[src/rtl/rand_interval_timer.sv]
// rand_interval_timer: arms on start, waits (delay+1) ticks of TICK_DIV clocks,
// where delay = MIN_DELAY + (random_in & RANGE_MASK) saturated to 12 bits,
// then pulses fire for one cycle. abort cancels a running interval.
// Optional feature macro: RAND_TIMER_AUTO_REARM_EN -- when defined the timer
// reloads a fresh delay and restarts counting straight out of FIRE.
module rand_interval_timer #(
   parameter logic [11:0] MIN_DELAY  = 12'd100,
   parameter logic [11:0] RANGE_MASK = 12'h3FF,
   parameter logic [15:0] TICK_DIV   = 16'd50000
) (
   input  logic        clk,
   input  logic        rst_n,
   input  logic [11:0] random_in,
   input  logic        start,
   input  logic        abort,
   output logic        busy,
   output logic        fire,
   output logic        aborted,
   output logic [11:0] delay_value,
   output logic [7:0]  fire_count
);

   typedef enum logic [1:0] {
      ST_IDLE  = 2'd0,
      ST_COUNT = 2'd1,
      ST_FIRE  = 2'd2
   } state_t;

   localparam logic [15:0] TICK_LAST = TICK_DIV - 16'd1;

   state_t      state_r, state_n;
   logic [15:0] presc_r, presc_n;
   logic [11:0] tick_r, tick_n;
   logic [11:0] delay_n;
   logic [7:0]  fire_count_n;
   logic        aborted_n;

   // Masked random word plus minimum delay, clamped at the 12-bit ceiling.
   function automatic logic [11:0] calc_delay(input logic [11:0] rnd);
      logic [12:0] sum;
      sum = {1'b0, MIN_DELAY} + {1'b0, rnd & RANGE_MASK};
      if (sum[12]) begin
         calc_delay = 12'hFFF;
      end else begin
         calc_delay = sum[11:0];
      end
   endfunction

   // Next-state, prescaler, tick counter and output-event computation.
   always_comb begin
      state_n      = state_r;
      presc_n      = presc_r;
      tick_n       = tick_r;
      delay_n      = delay_value;
      fire_count_n = fire_count;
      aborted_n    = 1'b0;
      case (state_r)
         ST_IDLE: begin
            if (start && !abort) begin
               state_n = ST_COUNT;
               delay_n = calc_delay(random_in);
               tick_n  = delay_n;
               presc_n = 16'd0;
            end else begin
               state_n = ST_IDLE;
            end
         end
         ST_COUNT: begin
            // abort takes priority over a tick landing on the same edge
            if (abort) begin
               state_n   = ST_IDLE;
               aborted_n = 1'b1;
               presc_n   = 16'd0;
            end else if (presc_r == TICK_LAST) begin
               presc_n = 16'd0;
               if (tick_r != 12'd0) begin
                  tick_n = tick_r - 12'd1;
               end else begin
                  state_n      = ST_FIRE;
                  fire_count_n = fire_count + 8'd1;
               end
            end else begin
               presc_n = presc_r + 16'd1;
            end
         end
         ST_FIRE: begin
`ifdef RAND_TIMER_AUTO_REARM_EN
            state_n = ST_COUNT;
            delay_n = calc_delay(random_in);
            tick_n  = delay_n;
            presc_n = 16'd0;
`else
            state_n = ST_IDLE;
`endif
         end
         default: begin
            state_n = ST_IDLE;
         end
      endcase
   end

   // State, counters and all outputs registered; async reset clears everything.
   always_ff @(posedge clk or negedge rst_n) begin
      if (!rst_n) begin
         state_r     <= ST_IDLE;
         presc_r     <= 16'd0;
         tick_r      <= 12'd0;
         busy        <= 1'b0;
         fire        <= 1'b0;
         aborted     <= 1'b0;
         delay_value <= 12'd0;
         fire_count  <= 8'd0;
      end else begin
         state_r     <= state_n;
         presc_r     <= presc_n;
         tick_r      <= tick_n;
         busy        <= (state_n == ST_COUNT);
         fire        <= (state_n == ST_FIRE);
         aborted     <= aborted_n;
         delay_value <= delay_n;
         fire_count  <= fire_count_n;
      end
   end

endmodule

[config.mk]
export PLATFORM = sky130hd
export DESIGN_NAME = rand_interval_timer
export DESIGN_NICKNAME = d
export VERILOG_FILES = /design/src/rtl/rand_interval_timer.sv
export SDC_FILE = /design/constraint.sdc
export NUM_CORES = 1
export LEC_CHECK = 0
export ABC_AREA = 0
export CAP_MARGIN = 10
export CORE_MARGIN = 1
export CORE_UTILIZATION = 54
export CTS_CLUSTER_DIAMETER = 80
export CTS_CLUSTER_SIZE = 28
export DETAILED_ROUTE_END_ITERATION = 8
export GPL_TIMING_DRIVEN = 1
export PLACE_DENSITY = 0.84
export REMOVE_ABC_BUFFERS = 1
export SLEW_MARGIN = 10
export SYNTH_ARGS = -nofsm -noshare
export SYNTH_HDL_FRONTEND = slang
export SYNTH_SLANG_ARGS = --single-unit
[constraint.sdc]
create_clock -name clk -period 2.5 [get_ports clk]
set_input_delay 0.25 -clock clk [delete_from_list [all_inputs] [get_ports clk]]
set_output_delay 0.25 -clock clk [all_outputs]
set_load 0.01 [all_outputs]
# --- Yosys cells after proc, flatten, opt, wreduce, memory -nomap -nowiden ---
# Cells that the tools add are included.
op_classes:
  add_sub_neg: 4
  n_eq_ne: 8
  n_bitwise: 2
  reduce_logical: 9
  n_mux: 17
op_table:
  columns: ["operator", "count"]
  rows:
  - ["$mux W12", 5]
  - ["$mux W16", 3]
  - ["$pmux W16 S2", 1]
  - ["$pmux W12 S2", 1]
  - ["$add A16 B1 Y16 const B", 1]
  - ["$eq A16 B16 Y1 const B", 1]
  - ["$reduce_bool A12 Y1", 1]
  - ["$sub A12 B1 Y12 const B", 1]
  - ["$add A7 B10 Y11 const A", 1]
  - ["$add A8 B1 Y8 const B", 1]
  - ["$ne A2 B2 Y1 const B", 4]
  - ["$mux W2", 3]
  - ["$reduce_and A5 Y1", 1]
  - ["$eq A2 B1 Y1 const B", 2]
  - ["$pmux W2 S2", 1]
  - ["$reduce_and A2 Y1", 2]
  - ["$reduce_and A4 Y1", 1]
  - ["$mux W1", 3]
  - ["$eq A2 B2 Y1 const B", 1]
  - ["$logic_not A2 Y1", 1]
  - ["$not A1 Y1", 2]
  - ["$reduce_bool A2 Y1", 1]
  - ["$logic_and A1 B1 Y1", 1]
  - ["$logic_not A1 Y1", 1]
word_totals:
  out_inout_bits: 23
  regBits: 53
  in_bits: 16

# --- Longest topological paths before layout ---
# Gate-level depths: netlist (run 1).
depth:
  word_depth: 6
  ltp_mapped: 7
  depth_no_buf: 7

# --- Worst setup path before layout (run 1) ---
# No wires, ideal clock.
synth_timing:
  path_kind: "reg-to-reg"
  start: "register presc_r[0]"
  end: "register fire_count[1]"
  path_stages_with_launch: 6
  arrival_time_ns: 1.891
  setup_slack_ns: 0.482
  n_path_buf: 0
  synth_period_minus_slack_ns: 2.018
  setup_time_ns: 0.128
  required_ns: 2.372
  cell_sequence: "dfrtp_1 -> ha_1 -> nand4b_1 -> or4_4 -> nor3_4 -> mux2_1"
synth_between:
  elab_chain_len: 2
synth_lines:
  columns: ["item", "line_no", "source"]
  rows:
  - ["start: declaration", "32", "logic [15:0] presc_r, presc_n;"]
  - ["start signal: assignment", "115", "presc_r <= presc_n;"]
  - ["$eq A16 B16 Y1", "74", "end else if (presc_r == TICK_LAST) begin"]
  - ["$reduce_and A4 Y1 (no source line)", null, null]
  - ["end signal: assignment", "121", "fire_count <= fire_count_n;"]
  - ["end: declaration", "20", "output logic [7:0] fire_count"]
# No other way between the ends.
# A chain may end at the register's enable or synchronous reset.

# --- Worst setup path in the final report (run 1) ---
# Ends and elaborated chain as after synthesis.

==> results.yml, run 1 <==
clocking:
  cts_tree: "built"
  clk_pin_slew_ns: 0.10
  clkLatencyLatePin_ns: 0.32
  post_cts_resized: 0
  cts_buffers: 5
  hold_buffers: 0
  cts-root-buf: "clkbuf_8"
  clockBufferDepth: 2
  clock-sinks: 52
  post_cts_buffers: 0
  htree_levels: 2
die:
  die_h_um: 72.32
  start_util_pct: 56.16
  io_pins: 39
  core.rowCount: 25
  core_sq_um: 4755
  die_w_um: 72.32
  die_area_sq_um: 5229
timing:
  setup_viol_count_final: 0
  setup_ws_ns: 0.2640
  worst_slew_pin_slew_ns: 0.6744
  slew_viol_final: 0
  finalSetupTns_ns: 0
  final_hold_viol_count: 0
  rsz0062_at_grt: "false"
  min_period_ns: 2.236
  max_freq_mhz: 447.2
  slew_headroom_pct: 54.41
  fin_crit_sh_pct: 89.44
  finalClockSkew_ns: 0.007282
grt:
  gr-total-overflow: 0
  grt_first_pass_wirelength_um: 9515
  grt.total_usage_pct: 23.66
  grt_max_degree: 53
  antenna_found_initial: 0
  grt_pass1_vias: 2057
logic_synthesis:
  synth_mux_area_share_pct: 1.218
  synth_area_leaders: "dfrtp_1 49%, nand2_1 5.5%, nor2_1 4.4%, xnor2_1 3.9%, xor2_1 3.6%"
  syn_avg_cell_area_sq_um: 9.639
  synthFlopType: "dfrtp_1"
  synth_adder_area_share_pct: 2.343
  synthDistinctLibCells: 50
  synth_xor_area_share_pct: 7.545
  syn_area_sq_um: 2670
  yosys.area.top_type: "dfrtp_1"
  synthSimpleGateAreaFrac_pct: 26.57
  synth_compound_area_share_pct: 11.43
  synth_async_sr_flop_share_pct: 100.0
  yosys_warnings: 0
  synth_top_area_share_pct: 48.73
  synth_edf_count: 0
  ys_ff_latch: 52
  synthCells: 277
  yosysSeqAreaShare_pct: 48.73
  synth_top_family_by_area: "simple AND/OR/NAND/NOR gates"
detailed_routing:
  drt-total-wl_um: 5587
  drc_errors: 0
  drtAntennaViolNets: 0
  vias: 2189
  drt-wirelength-per-cell_um: 14.44
  drt_iter0_drc: 133
  dr.pass1.iters: 4
  routed_via_density: 5.656
setup_path:
  critPathKind: "flip-flop to flip-flop"
  timing.rr.end: "fire_count[1]$_DFFE_PN0P_"
  cp.arrival_ns: 2.45
  r2r-start: "presc_r[0]$_DFFE_PN0P_"
  critPathLaunch: "presc_r[0]$_DFFE_PN0P_"
  critPathRequiredTime_ns: 2.71
  setup.worst_path.end: "fire_count[1]$_DFFE_PN0P_"
  crit_path_end_kind: "flip-flop"
  path_max_fanout: 8
  rrSetupSlack_ns: 0.26
  r2r_cells: 5
  cp-start-kind: "flip-flop"
placement:
  pre_cts_ws_ns: 0.2861
  dpl_cell_area_sq_um: 3124
  dp_hpwl_um: 3910
  port_buffers: 35
  gp_congestion: 0.8863
power_and_ir_drop:
  powerDensity_nw_per_um2: 609.9
  p_leak_nw: 1.411
  power.total_w: 0.001963
  peakVddDrop_mv: 0.2766
layout:
  n_antenna_cell: 0
  multi_input_area_sq_um: 1315
  fillerInstances: 377
  final_area_sq_um: 3219
  layout-drive-gt1-share_pct: 8.438
  area_growth_pct: 20.57
  fin_nets: 340
  ff_latch_area_sq_um: 1301
job:
  max_cap_viol_count: 0
hold_path:
  min_path_type: "primary input to async pin"
outcome:
  outcome: "finished, final reports clean"
per-layer routing:
layer	vias up	global-route usage, %	share of wire, %	routed length [um]
met5	-	0	0	0
met3	6	5.278	4.1	230
met1	1049	32.45	48	2655
li1	1081	-	-	-
met2	53	36.45	47	2626
met4	0	9.804	1.3	74
per-stage QoR:
stage / hold WS, ns / util (%) / cells
finish: 0.01112 / 67.71 / 387
floorplan: -0.04559 / - / 269
detailed placement: 0.4003 / 65.71 / 379
global placement: 0.3941 / 65.71 / 379
CTS: 0.05558 / 67.71 / 387
global route: 0.08639 / 67.71 / 387
kinds of logic after synthesis:
group / after synthesis
fa+ha+maj: 5
buf+inv: 13
simple gates: 135
flops: 52
other cells: 1
compound gates: 45
xor+xnor: 23
mux: 3
placed cells by master (no fill, tap or decap), types with 8 or more instances in the layout:
cell type | synthesis | layout
xnor2_1 | 12 | 12
dfrtp_1 | 52 | 52
nand3_1 | 16 | 16
buf_4 | 1 | 8
clkdlybuf4s50_1 | 0 | 34
o21ai_0 | 14 | 14
nand4_1 | 13 | 13
xor2_1 | 11 | 11
nand2_1 | 39 | 39
nor2_1 | 31 | 31
worst max-delay path, cell delays in order (launching register included):
cell and delay (ns):
dfrtp_1 0.39, ha_1 0.24, nand4b_1 0.26, or4_4 0.57, nor3_4 0.31, mux2_1 0.35
area by class of cell:
| class | count | area share (%) |
|---|---|---|
| clock buffer | 5 | 2.138 |
| clock inverter | 3 | 0.8162 |
| inverter | 5 | 0.5830 |
| multi-input combinational | 212 | 40.85 |
| sequential | 52 | 40.42 |
| tap | 67 | 2.604 |
| timing repair buffer | 43 | 12.59 |
worst min-delay path by stage:
stage,slack (ns),cells after the start,end
floorplan,-0.05,0,aborted$_DFF_PN0_
global placement,0.39,2,delay_value[2]$_DFFE_PN0P_
detailed placement,0.40,2,delay_value[2]$_DFFE_PN0P_
CTS,0.06,2,fire_count[2]$_DFFE_PN0P_
global route,0.09,2,delay_value[2]$_DFFE_PN0P_
finish,0.01,2,delay_value[2]$_DFFE_PN0P_
registers in the layout, indices dropped and copies added, names as in the netlist:
name         flops
delay_value     11
fire             1
tick_r          12
fire_count       8
state_r          2
presc_r         16
aborted          1
busy             1
Yosys cell counts, types with 2 or more instances:
cell and count:
o21ai_0 14, nor4_1 4, ha_1 5, or3_1 2, dfrtp_1 52, xnor2_1 12, nand4_1 13, xor2_1 11
inv_1 5, o211ai_1 6, nand4bb_1 2, a21o_1 2, nor3_1 6, nand2b_1 4, clkbuf_1 6, a2bb2oi_1 2
nand2_1 39, and3_1 4, a21oi_1 5, nor2_1 31, and2_1 2, a22o_1 3, a31oi_1 3, nor4b_1 3
nand3_1 16
power by group:
group | total (W) | switching (W) | leakage (nW) | internal (W)
Combinational | 0.000449 | 0.000235 | 0.673 | 0.000214
Sequential | 0.00101 | 0.0000780 | 0.689 | 0.000931
Clock | 0.000505 | 0.000301 | 0.0487 | 0.000205
No activity file was read; power rests on OpenSTA's default activity.
==> run 2: changes to the inputs <==
Settings changed: SETUP_SLACK_MARGIN set to 0.1.
==> results of run 2 <==
Final layout, timing and power as in run 1 (identical DEF).
==> run 3: changes to the inputs <==
Settings changed: GPL_TIMING_DRIVEN 1 to 0.
==> run 3 against run 2 <==
First-iteration DRC count up 11%; sequential power about the same; die area unchanged; final area up 0.54%; worst hold slack better by 0.43 ns; total power up 5.0%; combinational power about the same; critical path depth unchanged; setup slack worse by 0.063 ns; sequential share of layout area down 0.22 points; clock skew down 0.00055 ns.
==> results.yml, run 3 (same netlist as run 1, synthesis figures left out) <==
die:
  die_w_um: 72.32
  core.rowCount: 25
  core_sq_um: 4755
  die_area_sq_um: 5229
  io_pins: 39
  start_util_pct: 56.16
  die_h_um: 72.32
detailed_routing:
  routed_via_density: 5.861
  drt_iter0_drc: 147
  dr.pass1.iters: 4
  drt-total-wl_um: 5820
  drt-wirelength-per-cell_um: 15.24
  drtAntennaViolNets: 0
  vias: 2239
  drc_errors: 0
setup_path:
  cp_top_family: "simple AND/OR/NAND/NOR gates"
  r2r-start: "presc_r[0]$_DFFE_PN0P_"
  cp-start-kind: "flip-flop"
  worst_path_max_delay_cell: "or4_4"
  cpPeakStageDelay_ns: 0.59
  crit_chain: "ha_2, nand4b_1, or4_4, nor3_4, mux2_1"
  cp_num_buf_inv: 0
  path_depth: 5
  critPathRequiredTime_ns: 2.71
  rrSetupSlack_ns: 0.20
  path_max_fanout: 8
  r2r_cells: 5
  setup.worst_path.end: "fire_count[1]$_DFFE_PN0P_"
  critPathKind: "flip-flop to flip-flop"
  crit_path_end_kind: "flip-flop"
  critPathLaunch: "presc_r[0]$_DFFE_PN0P_"
  cp.arrival_ns: 2.51
  timing.rr.end: "fire_count[1]$_DFFE_PN0P_"
placement:
  dp_cells: 372
  dp_hpwl_um: 4042
  port_buffers: 35
  dpl_cell_area_sq_um: 3084
  gp_congestion: 0.8744
timing:
  whs_ns: 0.4430
  max_freq_mhz: 435.0
  rsz0062_at_grt: "false"
  worst_slew_pin_slew_ns: 1.028
  slew_headroom_pct: 30.93
  setup_viol_count_final: 0
  finalClockSkew_ns: 0.006735
  min_period_ns: 2.299
  fin_crit_sh_pct: 91.95
  final_hold_viol_count: 0
  slew_viol_final: 0
layout:
  stdcell_count: 382
  final_util_pct: 68.08
  layout_common_cells: "52 x dfrtp_1, 39 x nand2_1, 34 x clkdlybuf4s50_1"
  fillerInstances: 395
  final_area_sq_um: 3237
  largest_register_ffs: 16
  multi_input_area_sq_um: 1335
  fin_nets: 335
  n_antenna_cell: 0
  area_growth_pct: 21.23
  largest_register: "presc_r"
  reg.largest.list: "presc_r (16), tick_r (12), delay_value (11)"
  layout-drive-gt1-share_pct: 7.619
  ff_latch_area_sq_um: 1301
  mostFrequentLayoutCell: "dfrtp_1"
outcome:
  outcome: "finished, final reports clean"
clocking:
  cts_tree: "built"
  clkLatencyLatePin_ns: 0.32
  clock-sinks: 52
  cts-root-buf: "clkbuf_8"
  htree_levels: 2
  clockBufferDepth: 2
  cts_buffers: 5
  clk_pin_slew_ns: 0.10
power_and_ir_drop:
  peakVddDrop_mv: 0.2801
  p_leak_nw: 1.395
  powerDensity_nw_per_um2: 636.7
grt:
  grt.total_usage_pct: 23.50
  grt_first_pass_wirelength_um: 9349
  gr-total-overflow: 0
  grt_max_degree: 31
  grt_pass1_vias: 1994
  antenna_found_initial: 0
job:
  max_cap_viol_count: 0
hold_path:
  min_path_type: "primary input to async pin"
## run 3: power breakdown
part | switching, W | total [W] | internal (W)
sequential | 0.0000818 | 0.00101 | 0.000931
clock | 0.000300 | 0.000602 | 0.000302
combinational | 0.000242 | 0.000447 | 0.000205
## run 3: worst register-to-register path: cells and delay by family, from the launching register on
kind          cells  cell delay [ns]
fa+ha+maj         1             0.23
flops             1             0.40
mux               1             0.36
simple gates      3             1.21
## run 3: repair_timing
item,in CTS,in global routing
endpoints found under the setup margin,6,7
resized for setup,1,3
hold endpoints to repair,22,0
hold buffers,1,0
pin swaps,0,1
buffers inserted,0,1
## run 3: area by class of cell
class	instances	share of cell area, %
Clock buffer	5	2.126
Tap cell	67	2.590
Inverter	5	0.5798
Clock inverter	3	1.430
Multi-Input combinational cell	212	41.24
Timing Repair Buffer	38	11.83
Sequential cell	52	40.20
## run 3: metal layers
metal / global-route usage (%) / vias to the layer above / routed length (um)
li1: - / 1068 / -
met1: 32.93 / 1080 / 2656
met2: 35.41 / 87 / 2783
met3: 5.278 / 4 / 308
met4: 9.804 / 0 / 71
met5: 0 / - / 0
## run 3: metrics by stage
stage	power [W]	setup TNS, ns	setup WS [ns]
4_1_cts	0.002059	0	0.2393
2_1_floorplan	0.001264	0	0.4038
3_3_place_gp	0.001436	-15.53	-0.2867
5_1_grt	0.002162	0	0.06747
6_report	0.002061	0	0.2013
3_5_place_dp	0.001459	-0.8610	-0.1467
## run 3: worst min-delay path by stage
stage,from,depth (start not counted),slack (ns),to
final,rst_n,2,0.44,tick_r[5]$_DFFE_PN0P_
after global routing,rst_n,2,0.49,tick_r[2]$_DFFE_PN0P_
after CTS,rst_n,2,0.46,tick_r[2]$_DFFE_PN0P_
after detailed placement,rst_n,1,0.27,delay_value[5]$_DFFE_PN0P_
after global placement,delay_value[7]$_DFFE_PN0P_,2,0.46,delay_value[7]$_DFFE_PN0P_
after floorplan,rst_n,0,-0.05,aborted$_DFF_PN0_
